==> config.mk <==
export PLATFORM = sky130hd
export DESIGN_NAME = ctrl_redirect_unit
export DESIGN_NICKNAME = d
export VERILOG_FILES = /design/src/rtl/ctrl_redirect_unit_pkg.sv /design/src/rtl/ctrl_upd_fifo.sv /design/src/rtl/ctrl_redirect_unit.sv
export SDC_FILE = /design/constraint.sdc
export NUM_CORES = 1
export LEC_CHECK = 0
export BUFFER_PORTS_ARGS = -buffer_cell sky130_fd_sc_hd__buf_2
export CORE_MARGIN = 3
export CORE_UTILIZATION = 52
export DETAILED_ROUTE_END_ITERATION = 8
export GPL_ROUTABILITY_DRIVEN = 0
export PLACE_DENSITY = 0.77
export SLEW_MARGIN = 15
export SYNTH_ARGS = -nofsm -noshare
export SYNTH_HDL_FRONTEND = slang
export SYNTH_SLANG_ARGS = --single-unit
export TNS_END_PERCENT = 10
==> constraint.sdc <==
create_clock -name clk -period 6.5 [get_ports clk]
set_input_delay 0.65 -clock clk [delete_from_list [all_inputs] [get_ports clk]]
set_output_delay 0.65 -clock clk [all_outputs]
set_load 0.01 [all_outputs]
==> src/rtl/ctrl_redirect_unit_pkg.sv <==
// rtl/ctrl_redirect_unit_pkg.sv - shared flag map, FSM encoding, update-record layout and ROB age helper
package ctrl_redirect_unit_pkg;

    localparam int DEF_SIZE_PC      = 32;
    localparam int DEF_SIZE_ROB_LOG = 7;
    localparam int DEF_UPD_DEPTH    = 4;

    localparam int FLAG_CTRL = 7;
    localparam int FLAG_COND = 5;
    localparam int FLAG_LINK = 4;
    localparam int FLAG_EXEC = 2;
    localparam int FLAG_MISP = 0;

    typedef enum logic [1:0] {
        ST_IDLE     = 2'd0,
        ST_REDIRECT = 2'd1,
        ST_RECOVER  = 2'd2
    } redir_state_t;

    // Update record packing, LSB first: is_cond, dir, target, pc.
    localparam int REC_COND_BIT = 0;
    localparam int REC_DIR_BIT  = 1;
    localparam int REC_TGT_LSB  = 2;

    function automatic int upd_rec_w(input int pc_w);
        return 2 * pc_w + 2;
    endfunction

    // Distance from the ROB head, modulo 2^w; a smaller result means an older op.
    function automatic logic [31:0] rob_age(input logic [31:0] id, input logic [31:0] head, input int w);
        return (id - head) & ((32'd1 << w) - 32'd1);
    endfunction

endpackage

==> src/rtl/ctrl_upd_fifo.sv <==
// rtl/ctrl_upd_fifo.sv - synchronous FIFO with drop-on-full and same-cycle push/pop
module ctrl_upd_fifo #(
    parameter int WIDTH = 66,
    parameter int DEPTH = 4
) (
    input  logic             clk,
    input  logic             reset,
    input  logic             push,
    input  logic [WIDTH-1:0] push_data,
    input  logic             pop,
    output logic [WIDTH-1:0] head_data,
    output logic             not_empty,
    output logic             drop
);
    localparam int AW = $clog2(DEPTH);

    logic [WIDTH-1:0] mem [DEPTH];
    logic [AW:0]      wr_ptr;
    logic [AW:0]      rd_ptr;
    logic             empty;
    logic             full;
    logic             do_pop;
    logic             do_push;

    assign empty   = (wr_ptr == rd_ptr);
    assign full    = (wr_ptr[AW] != rd_ptr[AW]) && (wr_ptr[AW-1:0] == rd_ptr[AW-1:0]);
    assign do_pop  = pop && !empty;
    // A full FIFO still accepts when the head leaves in the same cycle.
    assign do_push = push && (!full || do_pop);

    assign head_data = mem[rd_ptr[AW-1:0]];
    assign not_empty = !empty;

    always_ff @(posedge clk) begin
        if (reset) begin
            wr_ptr <= '0;
            rd_ptr <= '0;
            drop   <= 1'b0;
            for (int i = 0; i < DEPTH; i++) begin
                mem[i] <= '0;
            end
        end else begin
            drop <= push && full && !do_pop;
            if (do_push) begin
                mem[wr_ptr[AW-1:0]] <= push_data;
                wr_ptr              <= wr_ptr + 1'b1;
            end
            if (do_pop) begin
                rd_ptr <= rd_ptr + 1'b1;
            end
        end
    end

endmodule

==> src/rtl/ctrl_redirect_unit.sv <==
// rtl/ctrl_redirect_unit.sv - mispredict redirect/recovery sequencer and predictor update queue
module ctrl_redirect_unit
    import ctrl_redirect_unit_pkg::*;
#(
    parameter int SIZE_PC      = DEF_SIZE_PC,
    parameter int SIZE_ROB_LOG = DEF_SIZE_ROB_LOG,
    parameter int UPD_DEPTH    = DEF_UPD_DEPTH
) (
    input  logic                    clk,
    input  logic                    reset,
    input  logic                    exe_valid_i,
    input  logic [SIZE_PC-1:0]      exe_pc_i,
    input  logic [SIZE_PC-1:0]      exe_nextPC_i,
    input  logic                    exe_dir_i,
    input  logic [7:0]              exe_flags_i,
    input  logic [SIZE_ROB_LOG-1:0] exe_robId_i,
    input  logic [SIZE_ROB_LOG-1:0] rob_head_i,
    output logic                    redirect_valid_o,
    output logic [SIZE_PC-1:0]      redirect_pc_o,
    output logic [SIZE_ROB_LOG-1:0] redirect_robId_o,
    input  logic                    fetch_ready_i,
    input  logic                    recover_done_i,
    output logic                    upd_valid_o,
    output logic [SIZE_PC-1:0]      upd_pc_o,
    output logic [SIZE_PC-1:0]      upd_target_o,
    output logic                    upd_dir_o,
    output logic                    upd_isCond_o,
    input  logic                    upd_ready_i,
    output logic                    upd_drop_o,
    output logic [15:0]             redirect_cnt_o
);
    localparam int REC_W = upd_rec_w(SIZE_PC);

    redir_state_t              state, state_nxt;
    logic [SIZE_PC-1:0]        lat_pc, lat_pc_nxt;
    logic [SIZE_ROB_LOG-1:0]   lat_id, lat_id_nxt;
    logic                      cnt_inc;
    logic                      push;
    logic                      considered;
    logic                      mispred;
    logic                      is_older;
    logic [31:0]               age_exe;
    logic [31:0]               age_lat;
    logic [REC_W-1:0]          push_rec;
    logic [REC_W-1:0]          head_rec;
    logic                      unused_flags;

    assign considered = exe_valid_i && exe_flags_i[FLAG_CTRL] && exe_flags_i[FLAG_EXEC];
    assign mispred    = considered && exe_flags_i[FLAG_MISP];

    assign age_exe  = rob_age(32'(exe_robId_i), 32'(rob_head_i), SIZE_ROB_LOG);
    assign age_lat  = rob_age(32'(lat_id), 32'(rob_head_i), SIZE_ROB_LOG);
    // Strictly older only: an equal id is the already-latched op and is ignored.
    assign is_older = (age_exe < age_lat);

    assign unused_flags = &{1'b0, exe_flags_i[6], exe_flags_i[FLAG_LINK], exe_flags_i[3], exe_flags_i[1]};

    always_comb begin
        state_nxt  = state;
        lat_pc_nxt = lat_pc;
        lat_id_nxt = lat_id;
        cnt_inc    = 1'b0;
        push       = considered;
        case (state)
            ST_IDLE: begin
                if (mispred) begin
                    lat_pc_nxt = exe_nextPC_i;
                    lat_id_nxt = exe_robId_i;
                    state_nxt  = ST_REDIRECT;
                end
            end
            ST_REDIRECT: begin
                push = considered && is_older;
                if (mispred && is_older) begin
                    lat_pc_nxt = exe_nextPC_i;
                    lat_id_nxt = exe_robId_i;
                end else if (fetch_ready_i) begin
                    state_nxt = ST_RECOVER;
                    cnt_inc   = 1'b1;
                end
            end
            ST_RECOVER: begin
                push = considered && is_older;
                if (mispred && is_older) begin
                    lat_pc_nxt = exe_nextPC_i;
                    lat_id_nxt = exe_robId_i;
                    state_nxt  = ST_REDIRECT;
                end else if (recover_done_i) begin
                    state_nxt = ST_IDLE;
                end
            end
            default: state_nxt = ST_IDLE;
        endcase
    end

    always_ff @(posedge clk) begin
        if (reset) begin
            state          <= ST_IDLE;
            lat_pc         <= '0;
            lat_id         <= '0;
            redirect_cnt_o <= '0;
        end else begin
            state  <= state_nxt;
            lat_pc <= lat_pc_nxt;
            lat_id <= lat_id_nxt;
            if (cnt_inc) begin
                redirect_cnt_o <= redirect_cnt_o + 16'd1;
            end
        end
    end

    assign redirect_valid_o = (state == ST_REDIRECT);
    assign redirect_pc_o    = lat_pc;
    assign redirect_robId_o = lat_id;

    assign push_rec = {exe_pc_i, exe_nextPC_i, exe_dir_i, exe_flags_i[FLAG_COND]};

    ctrl_upd_fifo #(
        .WIDTH (REC_W),
        .DEPTH (UPD_DEPTH)
    ) u_upd_fifo (
        .clk       (clk),
        .reset     (reset),
        .push      (push),
        .push_data (push_rec),
        .pop       (upd_ready_i),
        .head_data (head_rec),
        .not_empty (upd_valid_o),
        .drop      (upd_drop_o)
    );

    assign upd_isCond_o = head_rec[REC_COND_BIT];
    assign upd_dir_o    = head_rec[REC_DIR_BIT];
    assign upd_target_o = head_rec[REC_TGT_LSB +: SIZE_PC];
    assign upd_pc_o     = head_rec[REC_TGT_LSB + SIZE_PC +: SIZE_PC];

endmodule

---- Yosys cells after proc, flatten, opt, wreduce, memory -nomap -nowiden ----
Memories as Yosys holds them, arrays and structs flattened. A register that Yosys moved wholly into a read port is not among the register bits.
Index checks and enable logic that the tools add are counted.
cells by class
  $add $sub $neg .......................... 5
  magnitude comparators ................... 1
  equal/unequal tests ..................... 10
  multiplexer cells ....................... 26
  reduce and logical (&&, ||, !) cells .... 20
operators by type and width
  kind                                                             number
  66-bit two-way mux                                               1
  66-bit OR reduction                                              1
  32-bit two-way mux                                               2
  32-bit one-hot mux with 2 select lines                           1
  16-bit by 1-bit adder with 16-bit output, second input constant  1
  2-bit two-way mux                                                8
  7-bit two-way mux                                                2
  7-bit one-hot mux with 2 select lines                            1
  7-bit subtractor                                                 2
  1-bit logical AND                                                10
  1-bit two-way mux                                                10
  7-bit less-than comparator                                       1
  3-bit by 1-bit adder with 3-bit output, second input constant    2
  2-bit one-hot mux with 3 select lines                            1
  2-bit by 1-bit != test with 1-bit output, second input constant  2
  2-bit != test, second input constant                             2
  4-bit AND reduction                                              1
  3-bit == test                                                    1
  1-bit logical NOT                                                3
  3-bit != test, second input constant                             1
  3-bit AND reduction                                              1
  2-bit by 1-bit == test with 1-bit output, second input constant  1
  2-bit == test                                                    1
  2-bit == test, second input constant                             1
  5 further kinds                                                  5
word-level totals
  flip-flop bits (word level) ............. 64
  memory bits (writable) .................. 264
  input port bits ......................... 93
  output and inout bits ................... 124
  word-level logic and storage cells ...... 70
  memories kept ........................... 1
memory list
  memory          depth  width  read ports  clocked after memory_dff  wr ports  RTL line             RTL
  u_upd_fifo.mem  4      66     1           1                         4         ctrl_upd_fifo.sv:17  logic [WIDTH-1:0] mem [DEPTH];

---- Depth between registers and ports, before layout ----
  word-level depth ........................ 10
  gate-level depth with buffers ........... 18
  gate-level depth less buffers ........... 16

---- Modules after synthesis ----
Synthesis repeated with hierarchy kept, for this count alone.
second synthesis, totals
  cell total of the unflattened synthesis .. 1086
  area, all modules ....................... 14559.0 µm²
modules (own cells, without submodules)
  module              times used  cells an instance  area each (µm²)  seq. area each (µm²)
  ctrl_upd_fifo       1           770                11632.4          8107.8
  ctrl_redirect_unit  1           316                2926.6           1141.1

---- Worst setup path before layout ----
No wires, ideal clock.
  path kind ............................... input to register
  start point ............................. in exe_robId_i[0]
  end point ............................... mem u_upd_fifo.mem[3][0], enable pin
  setup time .............................. 0.504 ns
  arrival time ............................ 6.282 ns
  required time ........................... 5.996 ns
  path slack .............................. -0.286 ns
  cell stages on the path ................. 15
  buffers on the path ..................... 0
  cells stage by stage .................... inv_1 > ha_1 > inv_1 > fa_1 > a21o_1 > a21oi_1 > o21bai_1 > a21oi_1 > xnor2_1 > ha_1 > nand2_1 > nor2_1 > a311o_1 > or3_1 > o21bai_1
RTL lines
  what         RTL line                  RTL
  from (decl)  ctrl_redirect_unit.sv:16  input logic [SIZE_ROB_LOG-1:0] exe_robId_i,
  to (decl)    ctrl_upd_fifo.sv:17

==> flow_metrics.tcl <==
set metrics [dict create \
    die_h_um 174 \
    area_delta_synth_final_pct 17.4 \
    rsz0062_at_grt "false" \
    synthTopCellsByArea "edfxtp_1, and2_1, mux4_2" \
    grt_start_max_net_pins 70 \
    cts.reportedPaths.clkPinSlew_ps 60 \
    cts_sinks 330 \
    slew_headroom_pct 20.6 \
    pwr-share-comb_pct 12.3 \
    cts_root_buf "clkbuf_16" \
    ir_drop_mv 0.194 \
    cp.arrival_ps 4740 \
    drt_iter0_drc 672 \
    final_layout_size_suffix_gt1_share_pct 29.1 \
    num_vias 8641 \
    critical_path_class "reg -> reg" \
    fin_nets 1322 \
    power_frac_clock_pct 38.3 \
    setup_viol 0 \
    p_sw_share_pct 23.7 \
    syn-num-nets 1117 \
    ys_warn_count 0 \
    synth_seq_cells 330 \
    grt.total_usage_pct 20.9 \
    ios 217 \
    start_kind "flop" \
    drc 0 \
    drv_cap 0 \
    required_ps 6680 \
    yosys.area.top_type_share_pct 54.0 \
    numCtsBuffers 35 \
    hold_buffers 0 \
    stdcell_count 1600 \
    power_mw 4.94 \
    r2r_slack_ps 1940 \
    synth.cell_area_um2 14700 \
    critPathCaptureType "flop" \
    clock_path_buffers 3 \
    initial_core_util_pct 53.7 \
    tightest_slew_ps 1180 \
    hold_path_class "in -> reg" \
    synthCells 997 \
    ys.flop_type "edfxtp_1" \
    rows 60 \
    synth-edff-count 264 \
    insertion_delay_ps 500 \
    cts_resized 0 \
    outcome "complete, no violations" \
    routed_wl_um 31300 \
    grt_pass1_vias 9201 \
    grt_overflow_total 0 \
    finClkSkew_ps 11.2 \
    finalSetupTns_ps 0 \
    crit_slowest_cell "or2_4" \
    cp_max_fo 42 \
    drt_first_pass_iters 6 \
    nFillCells 2089 \
    synth_commonest_cells "and2_1, edfxtp_1, dfxtp_1, mux4_2, nor2_1" \
    viasPerCell 5.40 \
    fp.dieArea_um2 30300 \
    diodes 0 \
    dp_hpwl_um 18500 \
    worst_slack_ps 1940 \
    synth.most_common_cell "and2_1" \
    p_sw_mw 1.17 \
    wl_per_cell_um 19.6 \
    crit_chain "inv_1 > ha_1 > inv_1 > fa_1 > a21o_1 > a21oi_1 > o21bai_1 > a21oi_1 > xnor2_1 > ha_1 > a21oi_1 > nor2_1 > a311o_1 > or3_4 > nor4_4 > or2_4 > buf_4" \
    die_x_um 174 \
    grt_pass1_wl_um 50100 \
    power_density_nw_per_um2 287 \
    drt.antenna.violating_nets 0 \
    placed_cells_incl_taps 1537 \
    antenna_found_initial 1 \
    fin_crit_sh_pct 70.2 \
    core_um2 27300 \
    p_int_mw 3.77 \
    yosysTopAreaCell "edfxtp_1" \
    synth-async-reset-ratio_pct 0 \
    fmax_ghz 0.219 \
    cpPeakStageDelay_ps 640 \
    leakagePower_nw 7.10 \
    portBuffers 212 \
    avgSynthCellArea_um2 14.7 \
    cts_setup_buffers 0 \
    p_seq_share_pct 49.4 \
    period_minus_slack_ps 4560 \
    cts_max_level 2 \
    seq_area_frac_synth_pct 63.1 \
    final-hold-violation-count 0 \
    drv_slew 0 \
    pre_cts_ws_ps 1380 \
    cts_tree "yes" \
    synth_cell_types 45 \
    crit_top_cell "a21oi_1" \
]
## sequential cells by signal (all words and copies together) (netlist names), named ones only
signal / cells
redirect_robId_o: 7
redirect_cnt_o: 16
u_upd_fifo.rd_ptr: 3
state: 2
u_upd_fifo.drop: 1
u_upd_fifo.mem: 264
redirect_pc_o: 32
u_upd_fifo.wr_ptr: 3
## metrics by stage
stage                     utilization (%)  hold slack (ps)  area [um2]
after floorplan                         -              479       14700
after detailed placement             59.0              480       16100
after global routing                 63.0              380       17200
after global placement               59.0              469       16100
final                                63.0              392       17200
after CTS                            63.0              366       17200
## final timing paths
path,from,to,cells past startpoint
setup / recovery,redirect_robId_o[0],u_upd_fifo.mem[0][12],17
hold / removal,upd_ready_i,u_upd_fifo.drop,2
setup reg to reg,redirect_robId_o[0],u_upd_fifo.mem[0][12],17
hold reg to reg,redirect_pc_o[16],redirect_pc_o[16],2
## power groups by stage
| stage | sequential, mW | clock [mW] | combinational, mW |
|---|---|---|---|
| finish | 2.44 | 1.90 | 0.608 |
| global route | 2.46 | 2.01 | 0.668 |
| CTS | 2.44 | 1.93 | 0.618 |
| detailed placement | 2.49 | 0 | 0.615 |
| global placement | 2.48 | 0 | 0.604 |
| floorplan | 2.46 | 0 | 0.407 |
## layout by cell type (no fill, tap or decap), types with 14 or more instances in the layout
cell type  count
nor2_1        65
mux4_2        66
and2_1       266
xor2_1        14
dfxtp_1       64
buf_2        212
mux2i_1       41
xnor2_1       20
edfxtp_1     264
inv_1         17
ha_1          25
clkbuf_16     37
## metal layers
layer | track usage (%) | vias to the layer above | part of all wire, %
li1 | - | 4025 | -
met1 | 27.7 | 4308 | 41
met2 | 35.8 | 262 | 50
met3 | 4.37 | 44 | 6.8
met4 | 4.83 | 2 | 1.7
met5 | 0 | - | 0.042
## worst max-delay path: cells and delay by family (launching register included)
kind	cells	cell delay, ps
DFF	1	320
AOI/OAI and AO/OA	6	1190
xor gates and xnor gates	1	140
buffers and inverters	3	480
adders and majority gates	3	780
and+or+nand+nor	4	1330
## cell type report
class	count	area, um2	share of cell area, %
Clock buffer	47	993	5.77
Clock inverter	16	104	0.603
Inverter	17	63.8	0.370
Multi-Input combinational cell	592	5140	29.8
Sequential cell	330	9260	53.7
Tap cell	372	465	2.70
Timing Repair Buffer	226	1200	6.99
## logic make-up (layout without fill, tap and decap cells)
logic type	after synthesis	in the layout	share of synthesized area (%)
AND/OR/NAND/NOR	391	391	15.7
flip-flops	330	330	63.1
multiplexers	108	108	13.0
buffers and inverters	75	306	2.35
XOR/XNOR	34	34	2.03
AO/OA/AOI/OAI	32	32	1.49
adder cells (fa/ha/maj)	27	27	2.41
Power figures use the tool's default switching activity.
